===== src/rtl/bt_pkg.sv =====
// Shared types for the branch target table: sizes, entry type and loader states.
package bt_pkg;

  localparam int D_BT       = 12;
  localparam int BT_ENTRIES = 8;
  localparam int BT_IDX_W   = $clog2(BT_ENTRIES);

  typedef logic [D_BT-1:0] bt_entry_t;

  typedef enum logic [1:0] {
    IDLE  = 2'd0,
    RD_LO = 2'd1,
    RD_HI = 2'd2
  } bt_state_e;

endpackage


===== src/rtl/bt_regfile.sv =====
// ENTRIES x D table storage: one write port, synchronous clear, parallel read-out.
module bt_regfile #(
  parameter  int D       = 12,
  parameter  int ENTRIES = 8,
  localparam int IW      = $clog2(ENTRIES)
) (
  input  logic          clk,
  input  logic          clr,
  input  logic          we,
  input  logic [IW-1:0] widx,
  input  logic [D-1:0]  wdata,
  output logic [D-1:0]  rdata [ENTRIES-1:0]
);

  for (genvar i = 0; i < ENTRIES; i++) begin : g_ent
    // Each entry takes the whole word in one edge, so readers never see a partial target.
    always_ff @(posedge clk) begin
      if (clr)                          rdata[i] <= '0;
      else if (we && widx == IW'(i))    rdata[i] <= wdata;
    end
  end

endmodule


===== src/rtl/branch_table_loader.sv =====
// Loads the branch target table from byte-wide memory (two bytes per entry)
// and accepts direct single-entry writes while idle.
module branch_table_loader
  import bt_pkg::*;
#(
  parameter  int D       = D_BT,
  parameter  int ENTRIES = BT_ENTRIES,
  parameter  int AW      = 8,
  localparam int IW      = $clog2(ENTRIES)
) (
  input  logic          clk,
  input  logic          reset,
  input  logic          start,
  input  logic [AW-1:0] base_addr,
  output logic          mem_req,
  output logic [AW-1:0] mem_addr,
  input  logic [7:0]    mem_rdata,
  input  logic          mem_rvalid,
  input  logic          wr_en,
  input  logic [IW-1:0] wr_idx,
  input  logic [D-1:0]  wr_data,
  output logic [D-1:0]  branch_table [ENTRIES-1:0],
  output logic          busy,
  output logic          done,
  output logic          table_valid
);

  bt_state_e     state_q, state_d;
  logic [IW-1:0] idx_q,   idx_d;
  logic [AW-1:0] base_q,  base_d;
  logic [7:0]    lo_q,    lo_d;
  logic          busy_q,  busy_d;
  logic          done_q,  done_d;
  logic          valid_q, valid_d;

  logic          rf_we;
  logic [IW-1:0] rf_idx;
  logic [D-1:0]  rf_wdata;

  bt_regfile #(.D(D), .ENTRIES(ENTRIES)) u_rf (
    .clk   (clk),
    .clr   (reset),
    .we    (rf_we),
    .widx  (rf_idx),
    .wdata (rf_wdata),
    .rdata (branch_table)
  );

  // Next-state, memory request decode and table write-port mux.
  always_comb begin
    state_d  = state_q;
    idx_d    = idx_q;
    base_d   = base_q;
    lo_d     = lo_q;
    busy_d   = busy_q;
    done_d   = 1'b0;
    valid_d  = valid_q;
    mem_req  = 1'b0;
    mem_addr = '0;
    rf_we    = 1'b0;
    rf_idx   = wr_idx;
    rf_wdata = wr_data;
    case (state_q)
      IDLE: begin
        // A direct write in the same cycle as start still lands; the load overwrites it later.
        rf_we = wr_en;
        if (start) begin
          base_d  = base_addr;
          idx_d   = '0;
          valid_d = 1'b0;
          busy_d  = 1'b1;
          state_d = RD_LO;
        end
      end
      RD_LO: begin
        mem_req  = 1'b1;
        mem_addr = base_q + AW'({idx_q, 1'b0});
        if (mem_rvalid) begin
          lo_d    = mem_rdata;
          state_d = RD_HI;
        end
      end
      RD_HI: begin
        mem_req  = 1'b1;
        mem_addr = base_q + AW'({idx_q, 1'b1});
        if (mem_rvalid) begin
          // High byte bits above the target width are dropped.
          rf_we    = 1'b1;
          rf_idx   = idx_q;
          rf_wdata = {mem_rdata[D-9:0], lo_q};
          if (idx_q == IW'(ENTRIES - 1)) begin
            state_d = IDLE;
            busy_d  = 1'b0;
            done_d  = 1'b1;
            valid_d = 1'b1;
          end else begin
            idx_d   = idx_q + IW'(1);
            state_d = RD_LO;
          end
        end
      end
      default: state_d = IDLE;
    endcase
  end

  // State and status registers; reset drops any outstanding request.
  always_ff @(posedge clk) begin
    if (reset) begin
      state_q <= IDLE;
      idx_q   <= '0;
      base_q  <= '0;
      lo_q    <= '0;
      busy_q  <= 1'b0;
      done_q  <= 1'b0;
      valid_q <= 1'b0;
    end else begin
      state_q <= state_d;
      idx_q   <= idx_d;
      base_q  <= base_d;
      lo_q    <= lo_d;
      busy_q  <= busy_d;
      done_q  <= done_d;
      valid_q <= valid_d;
    end
  end

  assign busy        = busy_q;
  assign done        = done_q;
  assign table_valid = valid_q;

endmodule


===== config.mk =====
export PLATFORM = sky130hd
export DESIGN_NAME = branch_table_loader
export DESIGN_NICKNAME = d
export VERILOG_FILES = /design/src/rtl/bt_pkg.sv /design/src/rtl/bt_regfile.sv /design/src/rtl/branch_table_loader.sv
export SDC_FILE = /design/constraint.sdc
export NUM_CORES = 1
export LEC_CHECK = 0
export CAP_MARGIN = 20
export CORE_MARGIN = 2
export CORE_UTILIZATION = 50
export DETAILED_ROUTE_END_ITERATION = 10
export DONT_BUFFER_PORTS = 1
export HOLD_SLACK_MARGIN = 0.08
export PLACE_DENSITY_LB_ADDON = 0.12
export SKIP_CTS_REPAIR_TIMING = 1
export SLEW_MARGIN = 20
export SYNTH_ARGS = -nofsm -noshare
export SYNTH_HDL_FRONTEND = slang
export SYNTH_HIERARCHICAL = 1
export SYNTH_SLANG_ARGS = --single-unit

===== constraint.sdc =====
create_clock -name clk -period 7.05 [get_ports clk]
set_clock_uncertainty 0.15 [all_clocks]
set_input_delay 1.0575 -clock clk [delete_from_list [all_inputs] [get_ports clk]]
set_output_delay 1.0575 -clock clk [all_outputs]
set_load 0.03 [all_outputs]

Yosys cells after proc, flatten, opt, wreduce, memory -nomap -nowiden
Index checks and enable logic that the tools add are counted.
{"block": "classes", "add_sub_neg": 3, "n_mul": 0, "div": 0, "n_lt_le_gt_ge": 0, "eq_ne": 15, "shifts": 0, "mux": 26, "bitwise": 2, "reduce_logical": 18}
{"cell": "two-way mux 12 bit", "count": 2}
{"cell": "adder 8 x 4 -> 8 bit", "count": 2}
{"cell": "one-hot mux 8 bit (2 select lines)", "count": 1}
{"cell": "== test 3 bit, second input constant", "count": 5}
{"cell": "two-way mux 3 bit", "count": 5}
{"cell": "two-way mux 1 bit", "count": 10}
{"cell": "!= test 2 bit, second input constant", "count": 5}
{"cell": "logical AND 1 bit", "count": 8}
{"cell": "AND reduction 4 bit", "count": 2}
{"cell": "== test 3 x 2 -> 1 bit, second input constant", "count": 2}
{"cell": "two-way mux 2 bit", "count": 3}
{"cell": "one-hot mux 1 bit (2 select lines)", "count": 3}
{"cell": "one-hot mux 2 bit (3 select lines)", "count": 1}
{"cell": "one-hot mux 3 bit (2 select lines)", "count": 1}
{"cell": "AND reduction 2 bit", "count": 2}
{"cell": "adder 3 x 1 -> 3 bit, second input constant", "count": 1}
{"cell": "== test 3 x 1 -> 1 bit, second input constant", "count": 1}
{"cell": "logical NOT 3 bit", "count": 1}
{"cell": "AND reduction 3 bit", "count": 1}
{"cell": "OR reduction 3 bit", "count": 1}
{"cell": "== test 2 x 1 -> 1 bit, second input constant", "count": 1}
{"cell": "== test 2 bit, second input constant", "count": 1}
{"cell": "logical NOT 2 bit", "count": 1}
{"cell": "NOT 1 bit", "count": 2}
{"cell": "other kinds (2)", "count": 2}
{"block": "totals", "register_bits": 120, "latch_bits": 0, "ramBits": 0, "romBits": 0, "input_bits": 36, "out_inout_bits": 108, "elab_cells": 79, "memories": 0}

Logic depth before layout (Yosys ltp)
Gate-level depths: netlist of run 1.
{"block": "depth", "ltp_word": 4, "mapped_depth": 12, "mapped_depth_nobuf": 7}

Cells and area by module
The synthesis of run 1 kept the hierarchy.
{"mod": "bt_regfile", "n_inst": 1, "cells_each": 347, "area_each_um2": 3842.4, "seq_area_each_um2": 1921.8}
{"mod": "branch_table_loader", "n_inst": 1, "cells_each": 205, "area_each_um2": 1650.3, "seq_area_each_um2": 480.5}

Worst setup path after synthesis of run 1
No wires, ideal clock.
{"block": "synth_timing", "kind": "reg-to-output", "start": "register idx_q[0]", "end": "output port mem_addr[3]", "arrival_time_ps": 2133, "required_ps": 5843, "setup_slack_ps": 3709, "path_stages_with_launch": 8, "path_buffers": 0, "path_cell_list": "dfxtp_1 -> ha_1 -> inv_1 -> fa_1 -> nor2b_1 -> o21ai_0 -> nand2_1 -> a221oi_1"}
{"block": "synth_via", "elab_chain_cells": 2, "elab_cells_between_ends": 3, "classes_between": "add/sub: 2; mux: 1"}
{"element": "start, declared", "line_no": "branch_table_loader.sv:29", "text": "logic [IW-1:0] idx_q, idx_d;"}
{"element": "start signal, assigned", "line_no": "branch_table_loader.sv:118", "text": "idx_q <= idx_d;"}
{"element": "adder 8 x 4 -> 8 bit, on equally long branches", "line_no": "branch_table_loader.sv:85, branch_table_loader.sv:77"}
{"element": "one-hot mux 8 bit (2 select lines) (*)", "line_no": "branch_table_loader.sv:63", "text": "case (state_q)"}
{"element": "end, declared", "line_no": "branch_table_loader.sv:16", "text": "output logic [AW-1:0] mem_addr,"}
Every way passes the cells marked *; elsewhere a longest branch is shown, timed or not.

Worst setup path in the final report of run 1
{"block": "layout_timing", "start": "register state_q[1]", "end": "output port mem_addr[3]"}
{"block": "layout_via", "elab_chain_cells": 2, "elab_cells_between_ends": 3, "classes_between": "eq/ne: 2; mux: 1"}
{"element": "start, declared", "line_no": "branch_table_loader.sv:28", "text": "bt_state_e state_q, state_d;"}
{"element": "start signal, assigned", "line_no": "branch_table_loader.sv:117", "text": "state_q <= state_d;"}
{"element": "== test 2 bit / == test 2 x 1 -> 1 bit (equally long branches)", "line_no": "branch_table_loader.sv:63"}
{"element": "one-hot mux 8 bit (2 select lines) (*)", "line_no": "branch_table_loader.sv:63"}
Marks and branches as above.

==> results of run 1 <==
[power groups by stage]
stage / Sequential (mW) / Clock (mW) / Combinational (mW)
2_1_floorplan: 0.769 / 0 / 0.161
6_report: 0.764 / 0.760 / 0.182
3_5_place_dp: 0.779 / 0 / 0.181
5_1_grt: 0.768 / 0.807 / 0.199
3_3_place_gp: 0.778 / 0 / 0.176
4_1_cts: 0.764 / 0.778 / 0.181
[path summary, 6_finish.rpt]
| path | start | end | slack (ns) |
|---|---|---|---|
| setup / recovery | state_q[1] | mem_addr[3] | 2.85 |
| hold / removal | lo_q[0] | lo_q[0] | 0.30 |
| setup reg to reg | state_q[0] | u_rf/rdata[74] | 3.04 |
| hold reg to reg | lo_q[0] | lo_q[0] | 0.30 |
[area by class of cell]
cell class              count  area [um2]
well taps                 140         175
clock buffers              21         439
inverters                  10        37.5
fillers                   960        4860
clock inverters            10        80.1
multi-input cells         371        2800
flip-flops and latches    120        2400
[metal layers]
| metal | vias to the layer above | global-route usage [%] | share of wire [%] |
|---|---|---|---|
| met5 | - | 0 | 0 |
| met4 | 0 | 9.34 | 1.1 |
| met3 | 12 | 8.55 | 8.5 |
| met2 | 136 | 36.3 | 46 |
| met1 | 1842 | 29.6 | 44 |
| li1 | 1826 | - | - |
[through the flow]
step           instance area (um2)  power (mW)
5_1_grt                       5940        1.77
2_1_floorplan                 5490       0.930
3_5_place_dp                  5420       0.959
6_report                      5940        1.71
3_3_place_gp                  5420       0.954
4_1_cts                       5940        1.72
[sequential cells by signal, indices dropped and copies added (netlist names)]
signal       cells
u_rf/rdata      96
base_q           8
lo_q             8
idx_q            3
state_q          2
busy             1
done             1
table_valid      1
[critical path, cell delays in order (launching register included)]
cell	delay [ns]
dfxtp_1	0.33
inv_1	0.08
ha_1	0.68
inv_1	0.20
o21ai_0	0.20
nand2_1	0.07
a221oi_1	0.91
[logic make-up (layout without fill, tap and decap cells)]
kind of cell	count (synthesis)	count (layout)	share of synthesized area [%]
xor gates and xnor gates	1	1	0.159
buffers and inverters	61	41	5.24
muxes	112	112	20.8
adders and majority gates	11	11	2.78
DFF	120	120	43.7
AOI/OAI and AO/OA	53	53	5.97
and+or+nand+nor	194	194	21.4
[cell usage after synthesis (all sizes together)]
library cell  instances  area share, %
dfxtp               120             44
nand2b              112             13
mux2i                97             18
nand2                29            2.0
clkbuf               26            1.8
a21oi                25            2.3
buf                  25            2.8
nand3                21            1.9
mux2                 15            3.1
inv                  10           0.68
ha                    9            2.1
o21ai                 8           0.73
nor2                  7           0.48
nand4b                5           0.80
o22ai                 4           0.46
nand4                 3           0.34
nand4bb               3           0.61
nor2b                 3           0.34
and4bb                2           0.46
fa                    2           0.73
nor3b                 2           0.48
o2111ai               2           0.32
o211ai                2           0.27
a211o                 1           0.16
a211oi                1           0.14
a21o                  1           0.14
a221o                 1           0.18
a221oi                1           0.16
a22oi                 1           0.14
a31oi                 1           0.11
a32o                  1           0.18
a32oi                 1           0.16
a41oi                 1           0.16
and2                  1           0.11
and2b                 1           0.14
and4                  1           0.16
nor3                  1          0.091
o211a                 1           0.18
o221a                 1           0.20
or3                   1           0.11
or3b                  1           0.16
or4b                  1           0.25
xnor2                 1           0.16
==> reports/qor.txt, run 1 <==
PLACED DESIGN
---------------------------------------------------------------------------------------
Port buffer count                                                                     0
Placed cell count                                                                   641
Pre-CTS setup slack                                                             3.14 ns
DP Wirelength                                                                   8960 um
Final GP Congestion                                                               0.882

CRITICAL PATH
---------------------------------------------------------------------------------------
Worst Setup End Kind                                                       primary output
Arrival time of data at the critical path endpoint                              2.99 ns
Maximum net fanout on the critical path                                              22
Path type of the worst setup path                                          register to primary output
Data required time at the worst endpoint                                        5.84 ns
Depth of the most critical reg-to-reg path                                            6
Sort of element at the start of the critical path                              register

STA
---------------------------------------------------------------------------------------
Unrepaired setup endpoints after global routing                                      no
Sum of negative setup slack                                                        0 ns
Clock period minus worst slack                                                  4.20 ns
WHS                                                                            0.299 ns
Number of slew-limit violations in the final report                                   0
Worst setup slack after layout                                                  2.85 ns
Transition time at the pin with the least slew margin                           1.08 ns
Setup Viol. Count Final                                                               0
Headroom to the max-slew limit                                                    27.2%
Upper clock frequency limit                                                     238 MHz
Hold violation count in the final report                                              0
Post-route fraction of the period consumed by the critical path                   59.5%

LOGIC SYNTHESIS
---------------------------------------------------------------------------------------
Cell area after technology mapping                                             5490 um2
Post-synthesis sequential element count                                             120
Sequential element share of the synthesized area                                  43.7%
Synth warnings                                                                        6
Syn_nets                                                                            599
Gate Count Post-Synth                                                               552
Yosys cell types                                                                     50
Mean Syn Cell Area                                                             9.95 um2

POWER
---------------------------------------------------------------------------------------
Total net switching power                                                      0.463 mW
Power density over the cells                                                 287 nW/um2
Worst voltage drop across the vdd grid                                         0.181 mV
Leakage Power                                                                   2.62 nW
Clock group share of total power                                                  44.6%
Cell-internal power                                                             1.24 mW
Switching Fraction                                                                27.1%
Combinational fraction of design power                                            10.7%
Share of power burned in registers                                                44.8%

GLOBAL ROUTING
---------------------------------------------------------------------------------------
Pin count of the biggest net entering global routing                                133
Via count of the first global-routing pass                                        3,761
Wire length of the first global-routing pass                                  20,700 um
Number of antenna violations at the first check in global routing                     1
Congestion Overflow GR                                                                0
GRT Resource Usage Total                                                          23.4%

CLOCKING
---------------------------------------------------------------------------------------
Inserted Clock Buffers                                                               17
CTS tree                                                                          built
Number of buffers between clock root and the deepest sink                             2
Clock sink count                                                                    120
Maximum level of the CTS H-tree                                                       4
Register clock-pin slew on the reported worst setup and hold paths              0.06 ns
Skew-Pair Late Insertion Delay                                                  0.51 ns
Clock tree root driver cell                                                    clkbuf_8

ROUTING
---------------------------------------------------------------------------------------
Average detailed-routed wire length per instance                                20.3 um
DRT Wirelength                                                                13,600 um
Vias                                                                              3,816
DRC violation count after routing                                                     0
Number of violations reported at the end of detailed-routing iteration 0            245
Antenna viol nets, final                                                              0
Routed via count divided by cell count                                             5.68
Initial DRT Pass Iterations                                                           5

FLOORPLANNING
---------------------------------------------------------------------------------------
Top-Level Pins                                                                      144
Starting utilization of the core area                                             50.9%
Overall die area                                                             11,800 um2
Die Y-Extent                                                                     109 um
Core ar.                                                                     10,800 um2
X dimension of the die                                                           109 um
Site row count                                                                       38

LAYOUT
---------------------------------------------------------------------------------------
Number of diodes                                                                      0
Net count reported at finish                                                        567
Share of layout cells above drive strength 1                                      9.40%
Area growth from synthesis to final layout                                        8.09%
Top library cells by usage in the layout, fill and taps aside              dfxtp_1 (120), nand2b_1 (111), mux2i_1 (97)
Share of the core filled with cells                                               55.0%
Most common cell after layout, fill and taps aside                              dfxtp_1
Final cell count without fillers                                                    672

WORST HOLD PATH
---------------------------------------------------------------------------------------
Tightest Hold Check Type                                                   register to register
Worst hold stages                                                                     2

RUN
---------------------------------------------------------------------------------------
Max Cap Violations                                                                    0

OUTCOME
---------------------------------------------------------------------------------------
Status                                                                     finished, final reports clean

Power figures use the tool's default switching activity.
==> run 2, diff against run 1 <==
- clock period: 7.05 -> 3.72 ns (I/O delays scaled with it)
==> reports/qor.txt, run 2 (synthesized netlist as in run 1, its figures left out) <==
FLOORPLANNING
---------------------------------------------------------------------------------------
Overall die area                                                             11,800 um2   unchanged
Core ar.                                                                     10,800 um2   unchanged
Top-Level Pins                                                                      144   unchanged
Die Y-Extent                                                                     109 um   unchanged
Site row count                                                                       38   unchanged
Starting utilization of the core area                                             50.9%   unchanged
X dimension of the die                                                           109 um   unchanged

ROUTING
---------------------------------------------------------------------------------------
Number of violations reported at the end of detailed-routing iteration 0            232   -5.3%
Initial DRT Pass Iterations                                                           4   -1
Average detailed-routed wire length per instance                                19.9 um   -1.7%
Antenna viol nets, final                                                              0   unchanged
DRC violation count after routing                                                     0   unchanged
Routed via count divided by cell count                                             5.54   -2.4%
Vias                                                                              3,900   +2.2%
DRT Wirelength                                                                14,000 um   +3.0%

CLOCKING
---------------------------------------------------------------------------------------
Number of buffers between clock root and the deepest sink                             2   unchanged
Skew-Pair Late Insertion Delay                                                  0.52 ns   about the same
Maximum level of the CTS H-tree                                                       4   unchanged
Inserted Clock Buffers                                                               17   unchanged
Clock sink count                                                                    120   unchanged
Register clock-pin slew on the reported worst setup and hold paths              0.06 ns   about the same
CTS tree                                                                          built
Clock tree root driver cell                                                    clkbuf_8

STA
---------------------------------------------------------------------------------------
Number of slew-limit violations in the final report                                   0   unchanged
Transition time at the pin with the least slew margin                          0.985 ns   -0.0948 ns
WHS                                                                           0.0559 ns   -0.243 ns
Setup Viol. Count Final                                                               0   unchanged
Hold violation count in the final report                                              0   unchanged
Clock period minus worst slack                                                  3.34 ns
Post-route fraction of the period consumed by the critical path                   89.7%
Unrepaired setup endpoints after global routing                                      no
Headroom to the max-slew limit                                                    34.1%   +6.9 points
Sum of negative setup slack                                                        0 ns   unchanged
Upper clock frequency limit                                                     300 MHz

POWER
---------------------------------------------------------------------------------------
Leakage Power                                                                   2.77 nW   +6.0%
Share of power burned in registers                                                42.0%   -2.8 points
Clock group share of total power                                                  46.8%   +2.2 points
Combinational fraction of design power                                            11.2%   +0.5 points
Power density over the cells                                                 548 nW/um2   +91%
Total net switching power                                                      0.931 mW   +100%
Cell-internal power                                                             2.51 mW   +100%
Worst voltage drop across the vdd grid                                         0.375 mV   +110%
Switching Fraction                                                                27.0%   -0.098 points

CRITICAL PATH
---------------------------------------------------------------------------------------
Data required time at the worst endpoint                                        3.01 ns   -2.83 ns
Arrival time of data at the critical path endpoint                              2.63 ns   -0.36 ns
Sort of element at the start of the critical path                              register
Maximum net fanout on the critical path                                               6   -73%
Worst Setup End Kind                                                       primary output
Path type of the worst setup path                                          register to primary output

LAYOUT
---------------------------------------------------------------------------------------
Share of the core filled with cells                                               58.3%   +3.3 points
Net count reported at finish                                                        598   +5.5%
Largest register by flop count                                               u_rf/rdata
Top library cells by usage in the layout, fill and taps aside              dfxtp_1 (120), nand2b_1 (111), mux2i_1 (97)
Most common cell after layout, fill and taps aside                              dfxtp_1
Number of flip-flops under the largest register name                                 96   unchanged
Final cell count without fillers                                                    704   +4.8%
Share of layout cells above drive strength 1                                      11.5%   +2.1 points
Area growth from synthesis to final layout                                        14.5%
Regs by FF count                                                           u_rf/rdata (96), base_q (8), lo_q (8)
Number of diodes                                                                      0   unchanged
Filler cell count in the final layout                                               947   -1.4%

GLOBAL ROUTING
---------------------------------------------------------------------------------------
Pin count of the biggest net entering global routing                                133   unchanged
GRT Resource Usage Total                                                          23.3%   -0.18 points
Number of antenna violations at the first check in global routing                     0   -1
Wire length of the first global-routing pass                                  20,400 um   -1.8%
Congestion Overflow GR                                                                0   unchanged
Via count of the first global-routing pass                                        3,699   -1.6%

PLACED DESIGN
---------------------------------------------------------------------------------------
Port buffer count                                                                     0   unchanged
DP Wirelength                                                                   8800 um   -1.7%
Final GP Congestion                                                               0.920   +4.3%
Placed cell count                                                                   652   +1.7%

OUTCOME
---------------------------------------------------------------------------------------
Status                                                                     finished, final reports clean

RUN
---------------------------------------------------------------------------------------
Max Cap Violations                                                                    0   unchanged

WORST HOLD PATH
---------------------------------------------------------------------------------------
Tightest Hold Check Type                                                   primary input to register

## run 2: stage by stage
stage                     cell area (um2)  setup slack, ns  total power, mW
final                                6290            0.384             3.45
after global routing                 6290            0.211             3.56
after CTS                            6090            0.372             3.44
after detailed placement             5500            0.923             1.83
after global placement               5500            0.950             1.82
after floorplan                      5490            0.879             1.76
## run 2: worst paths after layout
check                                  start             to  slack (ns)  cells past startpoint
worst max-delay path                idx_q[0]    mem_addr[5]        0.38                      7
worst min-delay path            mem_rdata[3]        lo_q[3]        0.06                      2
worst max register to register    state_q[0]  u_rf/rdata[9]        1.03                      6
worst min register to register       lo_q[0]        lo_q[0]        0.30                      2
## run 2: layout make-up
type                            count  area [um2]  share of cell area, %
Sequential cell                   120        2400                   38.2
Timing Repair Buffer               31         283                   4.49
Tap cell                          140         175                   2.78
Clock buffer                       21         469                   7.46
Multi-Input combinational cell    371        2800                   44.6
Inverter                           10        37.5                  0.597
Clock inverter                     11         121                   1.93
## run 2: metal layers
| layer | track usage, % | part of all wire [%] | up-vias |
|---|---|---|---|
| li1 | - | - | 1883 |
| met4 | 9.07 | 1.8 | 0 |
| met2 | 33.5 | 44 | 138 |
| met1 | 31.2 | 45 | 1856 |
| met5 | 0 | 0 | - |
| met3 | 9.26 | 9.7 | 23 |
## run 2: critical path, stage by stage, from the launching register on
cell and delay [ns]:
dfxtp_1 0.43, ha_1 0.21, inv_1 0.05, fa_1 0.41, and2b_1 0.23, nor2_1 0.05
a221o_1 0.35, a32o_1 0.37
## run 2: power by group through the flow
stage          logic [mW]  clock network, mW  registers [mW]
4_1_cts             0.358               1.63            1.45
2_1_floorplan       0.306                  0            1.46
3_5_place_dp        0.357                  0            1.48
5_1_grt             0.420               1.69            1.46
3_3_place_gp        0.350                  0            1.47
6_report            0.385               1.61            1.45
